File: config.mk
export PLATFORM = sky130hd
export DESIGN_NAME = cgia_bus_arbiter
export DESIGN_NICKNAME = d
export VERILOG_FILES = /design/src/rtl/cgia_pkg.sv /design/src/rtl/cgia_bus_arbiter.sv
export SDC_FILE = /design/constraint.sdc
export NUM_CORES = 1
export LEC_CHECK = 0
export CAP_MARGIN = 0
export CORE_AREA = 2 2 64 66
export CTS_CLUSTER_SIZE = 16
export DETAILED_ROUTE_END_ITERATION = 12
export DIE_AREA = 0 0 66 68
export DONT_BUFFER_PORTS = 1
export SETUP_SLACK_MARGIN = 0.05
export SLEW_MARGIN = 0
export SYNTH_ARGS = -nofsm -noshare
export SYNTH_HDL_FRONTEND = slang
export SYNTH_SLANG_ARGS = --single-unit
File: constraint.sdc
create_clock -name clk_i -period 3.2 [get_ports clk_i]
set_input_delay 0.48 -clock clk_i [delete_from_list [all_inputs] [get_ports clk_i]]
set_output_delay 0.48 -clock clk_i [all_outputs]
set_load 0.01 [all_outputs]
File: src/rtl/cgia_pkg.sv
// Shared CGIA definitions: bus arbiter state encodings and default timeout.
package cgia_pkg;

   typedef enum logic [1:0] {
      ARB_IDLE  = 2'd0,
      ARB_VID   = 2'd1,
      ARB_CPU   = 2'd2,
      ARB_ABORT = 2'd3
   } arb_state_t;

   localparam int CPU_TIMEOUT_DEFAULT = 16;

endpackage

File: src/rtl/cgia_bus_arbiter.sv
// Two-master Wishbone arbiter for video memory: the fetcher has fixed priority,
// and a CPU cycle that stalls video for too long is aborted with ERR.
module cgia_bus_arbiter
   import cgia_pkg::*;
#(
   parameter int CPU_TIMEOUT = CPU_TIMEOUT_DEFAULT,
   parameter int TW          = 5
) (
   input  logic        clk_i,
   input  logic        reset_i,

   input  logic        vid_cyc_i,
   input  logic [22:0] vid_adr_i,
   output logic        vid_ack_o,
   output logic [15:0] vid_dat_o,

   input  logic        cpu_cyc_i,
   input  logic        cpu_stb_i,
   input  logic        cpu_we_i,
   input  logic [1:0]  cpu_sel_i,
   input  logic [22:0] cpu_adr_i,
   input  logic [15:0] cpu_dat_i,
   output logic        cpu_ack_o,
   output logic        cpu_err_o,
   output logic [15:0] cpu_dat_o,

   output logic        mem_cyc_o,
   output logic        mem_stb_o,
   output logic        mem_we_o,
   output logic [1:0]  mem_sel_o,
   output logic [22:0] mem_adr_o,
   output logic [15:0] mem_dat_o,
   input  logic        mem_ack_i,
   input  logic [15:0] mem_dat_i
);

   localparam logic [TW-1:0] TIMEOUT_W = TW'(CPU_TIMEOUT);

   arb_state_t    state;
   arb_state_t    state_nxt;
   logic [TW-1:0] wait_cnt;
   logic          timeout_hit;

   // The counter saturates at the limit so that an ack landing on the limit
   // cycle leaves the abort armed for the following cycle.
   assign timeout_hit = (CPU_TIMEOUT != 0) && (wait_cnt == TIMEOUT_W);

   always_ff @(posedge clk_i or posedge reset_i) begin
      if (reset_i) begin
         state    <= ARB_IDLE;
         wait_cnt <= '0;
      end else begin
         state <= state_nxt;
         if (state != ARB_CPU && state_nxt == ARB_CPU)
            wait_cnt <= '0;
         else if (state == ARB_CPU && vid_cyc_i && wait_cnt != TIMEOUT_W)
            wait_cnt <= wait_cnt + TW'(1);
      end
   end

   always_comb begin
      state_nxt = state;
      mem_cyc_o = 1'b0;
      mem_stb_o = 1'b0;
      mem_we_o  = 1'b0;
      mem_sel_o = 2'b00;
      mem_adr_o = '0;
      vid_ack_o = 1'b0;
      cpu_ack_o = 1'b0;
      cpu_err_o = 1'b0;

      unique case (state)
         ARB_IDLE: begin
            if (vid_cyc_i)
               state_nxt = ARB_VID;
            else if (cpu_cyc_i)
               state_nxt = ARB_CPU;
         end
         ARB_VID: begin
            mem_cyc_o = vid_cyc_i;
            mem_stb_o = vid_cyc_i;
            mem_sel_o = 2'b11;
            mem_adr_o = vid_adr_i;
            vid_ack_o = mem_ack_i;
            if (!vid_cyc_i)
               state_nxt = cpu_cyc_i ? ARB_CPU : ARB_IDLE;
         end
         ARB_CPU: begin
            mem_cyc_o = cpu_cyc_i;
            mem_stb_o = cpu_stb_i;
            mem_we_o  = cpu_we_i;
            mem_sel_o = cpu_sel_i;
            mem_adr_o = cpu_adr_i;
            cpu_ack_o = mem_ack_i;
            if (!cpu_cyc_i)
               state_nxt = vid_cyc_i ? ARB_VID : ARB_IDLE;
            else if (timeout_hit && !mem_ack_i)
               state_nxt = ARB_ABORT;
         end
         ARB_ABORT: begin
            cpu_err_o = 1'b1;
            state_nxt = vid_cyc_i ? ARB_VID : ARB_IDLE;
         end
         default: state_nxt = ARB_IDLE;
      endcase
   end

   assign mem_dat_o = cpu_dat_i;
   assign vid_dat_o = mem_dat_i;
   assign cpu_dat_o = mem_dat_i;

endmodule
Yosys cells after proc, flatten, opt, wreduce, memory -nomap -nowiden
Cells that the tools add are included.

operators by class
  $lt $le $gt $ge = 0
  shifts and indexed selects = 0
  bitwise gates (word level) = 0
  divide/modulo/power cells = 0
  reduce and logical (&&, ||, !) cells = 7
  multipliers = 0
  eq/ne operators = 7
  add/subtract/negate cells = 1
  multiplexer cells = 18

operators by type and width
  cell                                                             number
  23-bit case mux with 2 select lines                              1
  2-bit two-way mux                                                6
  5-bit two-way mux                                                2
  2-bit case mux with 4 select lines                               1
  2-bit == test, second input constant                             3
  5-bit by 1-bit adder with 5-bit output, second input constant    1
  5-bit == test, second input constant                             1
  1-bit two-way mux                                                5
  5-bit inequality test, second input constant                     1
  1-bit logical AND                                                4
  1-bit case mux with 2 select lines                               2
  2-bit case mux with 2 select lines                               1
  2-bit by 1-bit == test with 1-bit output, second input constant  1
  2-bit zero test                                                  1
  2-bit inequality test, second input constant                     1
  2-bit nonzero test                                               1
  1-bit zero test                                                  1

storage, ports and cells
  ROM bits = 0
  register bits = 7
  latch bits = 0
  RAM bits = 0
  memories kept = 0
  logic and storage cells = 35

Depth between registers and ports, before layout
  depth in word-level cells = 8
  gate-level depth with buffers = 7
  mapped depth without buffers = 6

Least setup slack after synthesis
Ideal clock, no wire load.

  path type = register to output
  start = reg state[0]
  end = out mem_adr_o[10]
  buffers on the path = 2
  stages on the path, launching flop included = 7
  required time = 2.720 ns
  arrival = 1.355 ns
  path slack = 1.365 ns
  cells stage by stage = dfrtp_1 -> inv_1 -> ha_1 -> clkbuf_2 -> clkbuf_1 -> a22oi_1 -> nor2b_1

between the ends
  cells in the longest elaborated chain, start to end = 2
  elaborated cells between the ends (all ways) = 3
  those cells by class = eq/ne: 2; mux: 1

RTL lines
  element                                                                    RTL line                text
  start, declared                                                            cgia_bus_arbiter.sv:39  arb_state_t state;
  start signal, assigned                                                     cgia_bus_arbiter.sv:53  state <= state_nxt;
  2-bit == test or 2-bit by 1-bit == test with 1-bit output (tied branches)  cgia_bus_arbiter.sv:72  unique case (state)
  23-bit case mux with 2 select lines (*)                                    cgia_bus_arbiter.sv:72
  end, declared                                                              cgia_bus_arbiter.sv:31  output logic [22:0] mem_adr_o,

Every way passes the cells marked *; elsewhere a longest branch is shown, timed or not.

Worst setup path after layout
  start = reg state[0]
  end = out mem_cyc_o

between the ends
  cells in the longest elaborated chain, start to end = 2
  elaborated cells between the ends (all ways) = 3
  those cells by class = eq/ne: 2; mux: 1

RTL lines
  element                                                                    RTL line                text
  2-bit == test or 2-bit by 1-bit == test with 1-bit output (tied branches)  cgia_bus_arbiter.sv:72
  1-bit case mux with 2 select lines (*)                                     cgia_bus_arbiter.sv:72
  end, declared                                                              cgia_bus_arbiter.sv:27  output logic mem_cyc_o,

Marks and branches as above.

==> impl_summary.txt <==
----------------------------------------------------
[Outcome]
  Outcome ... complete, no violations

[Final layout]
  Diodes inserted ... 0
  Area overhead of the layout relative to synthesis ... -21.57%
  Most frequent cells in the layout ... nor2b_1, a22oi_1, a21oi_1
  Nets ... 210
  Leading cell type in the layout, fill and taps excluded ... nor2b_1
  Layout cells sized above 1 ... 0.1121
  Non-Filler Cell Area, Final ... just over 1000 um^2

[Logic synthesis]
  Number of library cell types mapped by synthesis ... 31
  Avg Inst Size Synth ... about 7.9 um^2
  Synth Instances ... 167
  Synth top area share ... 0.2725
  FFs w/ async S/R, synth ... 1.000
  Number of synthesized flops with an enable pin ... 0
  Predominant post-synthesis flop cell ... dfrtp_1
  Synth Cell Area ... between 1000 and 1500 um^2
  Flops & latches, synth ... 7
  Syn. warnings ... 0
  Main area contributors after synthesis ... buf_4, dfrtp_1, a22oi_1, nor2b_1, ha_1
  Most area-hungry cell type in the Yosys netlist ... buf_4
  Part of the Yosys area used for sequential elements ... 0.1325
  Syn nets ... 260

[Timing]
  Final setup violation count ... 0
  Sum of negative setup slack ... 0 ns
  Final slew viol count ... 0
  Slew @ Worst Pin ... roughly 0.57 ns
  Highest clock frequency the design can meet ... roughly 0.42 GHz
  Max-slew headroom at the worst pin ... 0.6187
  Worst Clk Skew ... ~0.0014 ns
  Share of the cycle needed by the critical path after routing ... 0.7395
  Final hold violations ... 0
  Min cycle time layout ... 2.366 ns
  RSZ-0062 raised after global routing ... false

[Power]
  Total power divided by cell area ... around 860 nW/um^2
  Leakage ... ~0.36 nW
  Peak ir drop on the vdd network ... roughly 400 uV

[Worst setup path]
  Slowest CP cell ... dfrtp_1
  Worst setup slack for register-to-register paths ... approximately 1.2 ns
  Critical path cell sequence ... inv_1 -> ha_1 -> buf_4 -> nand2_1 -> a21boi_0
  Largest fanout of any net on the critical path ... 27
  Number of cells on the critical path ... 5
  RR Endpoint ... wait_cnt[0]
  Type of the worst setup path ... flop to output port
  Worst r2r src ... state[1]
  Crit path from ... state[0]
  Critical Path Sink ... mem_cyc_o
  Delay contributed by the slowest stage of the critical path ... approximately 0.43 ns
  Endpoint type of the worst setup path ... output port
  R2R depth ... 7
  CP required ... around 2.7 ns
  Endpoint arrival time on the critical path ... 1.89 ns
  Critical Path Start Type ... flop
  Family of cells with the greatest summed delay on the critical path ... buffers and inverters
  Worst path buffer plus inverter count ... 2

[CTS]
  Clock tree from TritonCTS ... built
  CTS clk-pin slew, worst paths ... ~0.04 ns
  Clock Sink Count ... 7
  Source-to-sink clock delay at the later pin of the worst-skew pair ... roughly 0.23 ns
  Number of gates given a new drive strength after cts ... 0
  H-tree lvl count ... 1
  CTS max path bufs ... 2
  Count of buffers added by post-CTS timing repair for setup ... 0
  CTS root buffer ... clkbuf_8
  Inserted Clock Buffers ... 3
  Number of hold buffers added after CTS ... 0

[Placed design]
  Port-buffer cells ... 0
  Final Wtd Congestion ... 0.9082
  Detailed placer's ending HPWL ... approximately 2.3 mm
  Total cell area at the placement stage ... 992.2 um^2

[Detailed routing]
  Residual antenna-violating net count after detailed routing ... 0
  Detailed-route wire length ... 2.836 mm
  Vias after detailed routing ... between 900 and 1000
  Per-cell routed wire length ... between 15 and 20 um
  First-iteration detailed-routing DRC count ... 24
  Number of design rule violations left after detail routing ... 0
  Initial DRT Pass Iterations ... 4
  Vias per cell ... roughly 5.6

[Global routing]
  First-pass GRT wire length ... approximately 3.7 mm
  Pin count of the biggest net entering global routing ... 28
  Total Routing Usage GR ... 0.1105
  Number of antenna violations at the first check in global routing ... 0
  Vias in the first global route ... around 770
  Remaining global-route overflow ... 0

[Floorplanning]
  Die W ... about 66 um
  Initial core utilization ... 0.3430
  Count of boundary I/O pins ... 166
  Die outline area ... 4488 um^2
  Floorplan row count ... 23
  Chip height ... about 68 um
  Floorplan core area ... a little under 4000 um^2

[Job]
  Max-cap violations ... 0

[Hold path]
  Type of the most critical hold path ... input pin to asynchronous set/reset pin

----------------------------------------------------
[cells in the mapped netlist, types with 2 or more instances]
library cell  instances
a21boi_0              2
a21oi_1               9
a22oi_1              23
and2_1                4
buf_2                 4
buf_4                48
clkbuf_1              3
dfrtp_1               7
ha_1                  6
inv_1                 6
nand2_1               5
nand3b_1              2
nand4_1               2
nor2_1                2
nor2b_1              25
o211ai_2              2
xor2_1                3
[worst min-delay path by stage]
stage	endpoint	slack, ns
3_5_place_dp	wait_cnt[1]	0.31
3_3_place_gp	state[0]	0.30
4_1_cts	wait_cnt[1]	0.07
2_1_floorplan	state[0]	0.28
5_1_grt	wait_cnt[1]	0.08
6_report	wait_cnt[1]	0.07
[cell families after synthesis]
kind of cell	share of synthesized area
XOR/XNOR	0.02649
adder cells (fa/ha/maj)	0.05676
flip-flops	0.1325
AND/OR/NAND/NOR	0.2271
AO/OA/AOI/OAI	0.2318
buffers and inverters	0.3254
[per-stage QoR]
| step | setup slack, ns | power [mW] | hold WS, ns | utilization | instances |
|---|---|---|---|---|---|
| final | 0.8336 | 0.8943 | 0.07119 | 0.2690 | 166 |
| after global routing | 0.6682 | 0.9844 | 0.08460 | 0.2690 | 166 |
| after CTS | 0.8326 | 0.9027 | 0.07182 | 0.2690 | 166 |
| after detailed placement | 1.079 | 0.7778 | 0.3141 | 0.2573 | 162 |
| after global placement | 1.192 | 0.7460 | 0.3019 | 0.2573 | 162 |
| after floorplan | 1.365 | 0.7575 | 0.2834 | - | 167 |
[power breakdown]
| group | switching [mW] | internal (mW) | total (mW) |
|---|---|---|---|
| sequential | 0.0290 | 0.112 | 0.141 |
| clock | 0.0366 | 0.0860 | 0.123 |
| combinational | 0.376 | 0.254 | 0.630 |
| total | 0.442 | 0.453 | 0.894 |
[registers in the layout, summed over array words and instances, names as in the netlist]
signal / count
wait_cnt: 5
state: 2
[metal layers]
metal	global-route usage	part of all wire	wire (um)	vias to the layer above
met5	0	0	0	-
met3	0.02796	0.11	312	18
met4	0.09694	0.045	128	0
met2	0.2033	0.53	1512	65
met1	0.1013	0.31	883	422
li1	-	-	-	422
[layout make-up]
type | count | area (um^2)
clock buffers | 4 | 45.04
multi-input cells | 97 | 716.9
inverters | 6 | 22.52
fillers | 425 | 2819
repair buffers | 2 | 15.01
well taps | 50 | 62.56
flip-flops and latches | 7 | 175.2
Power figures use the tool's default switching activity.
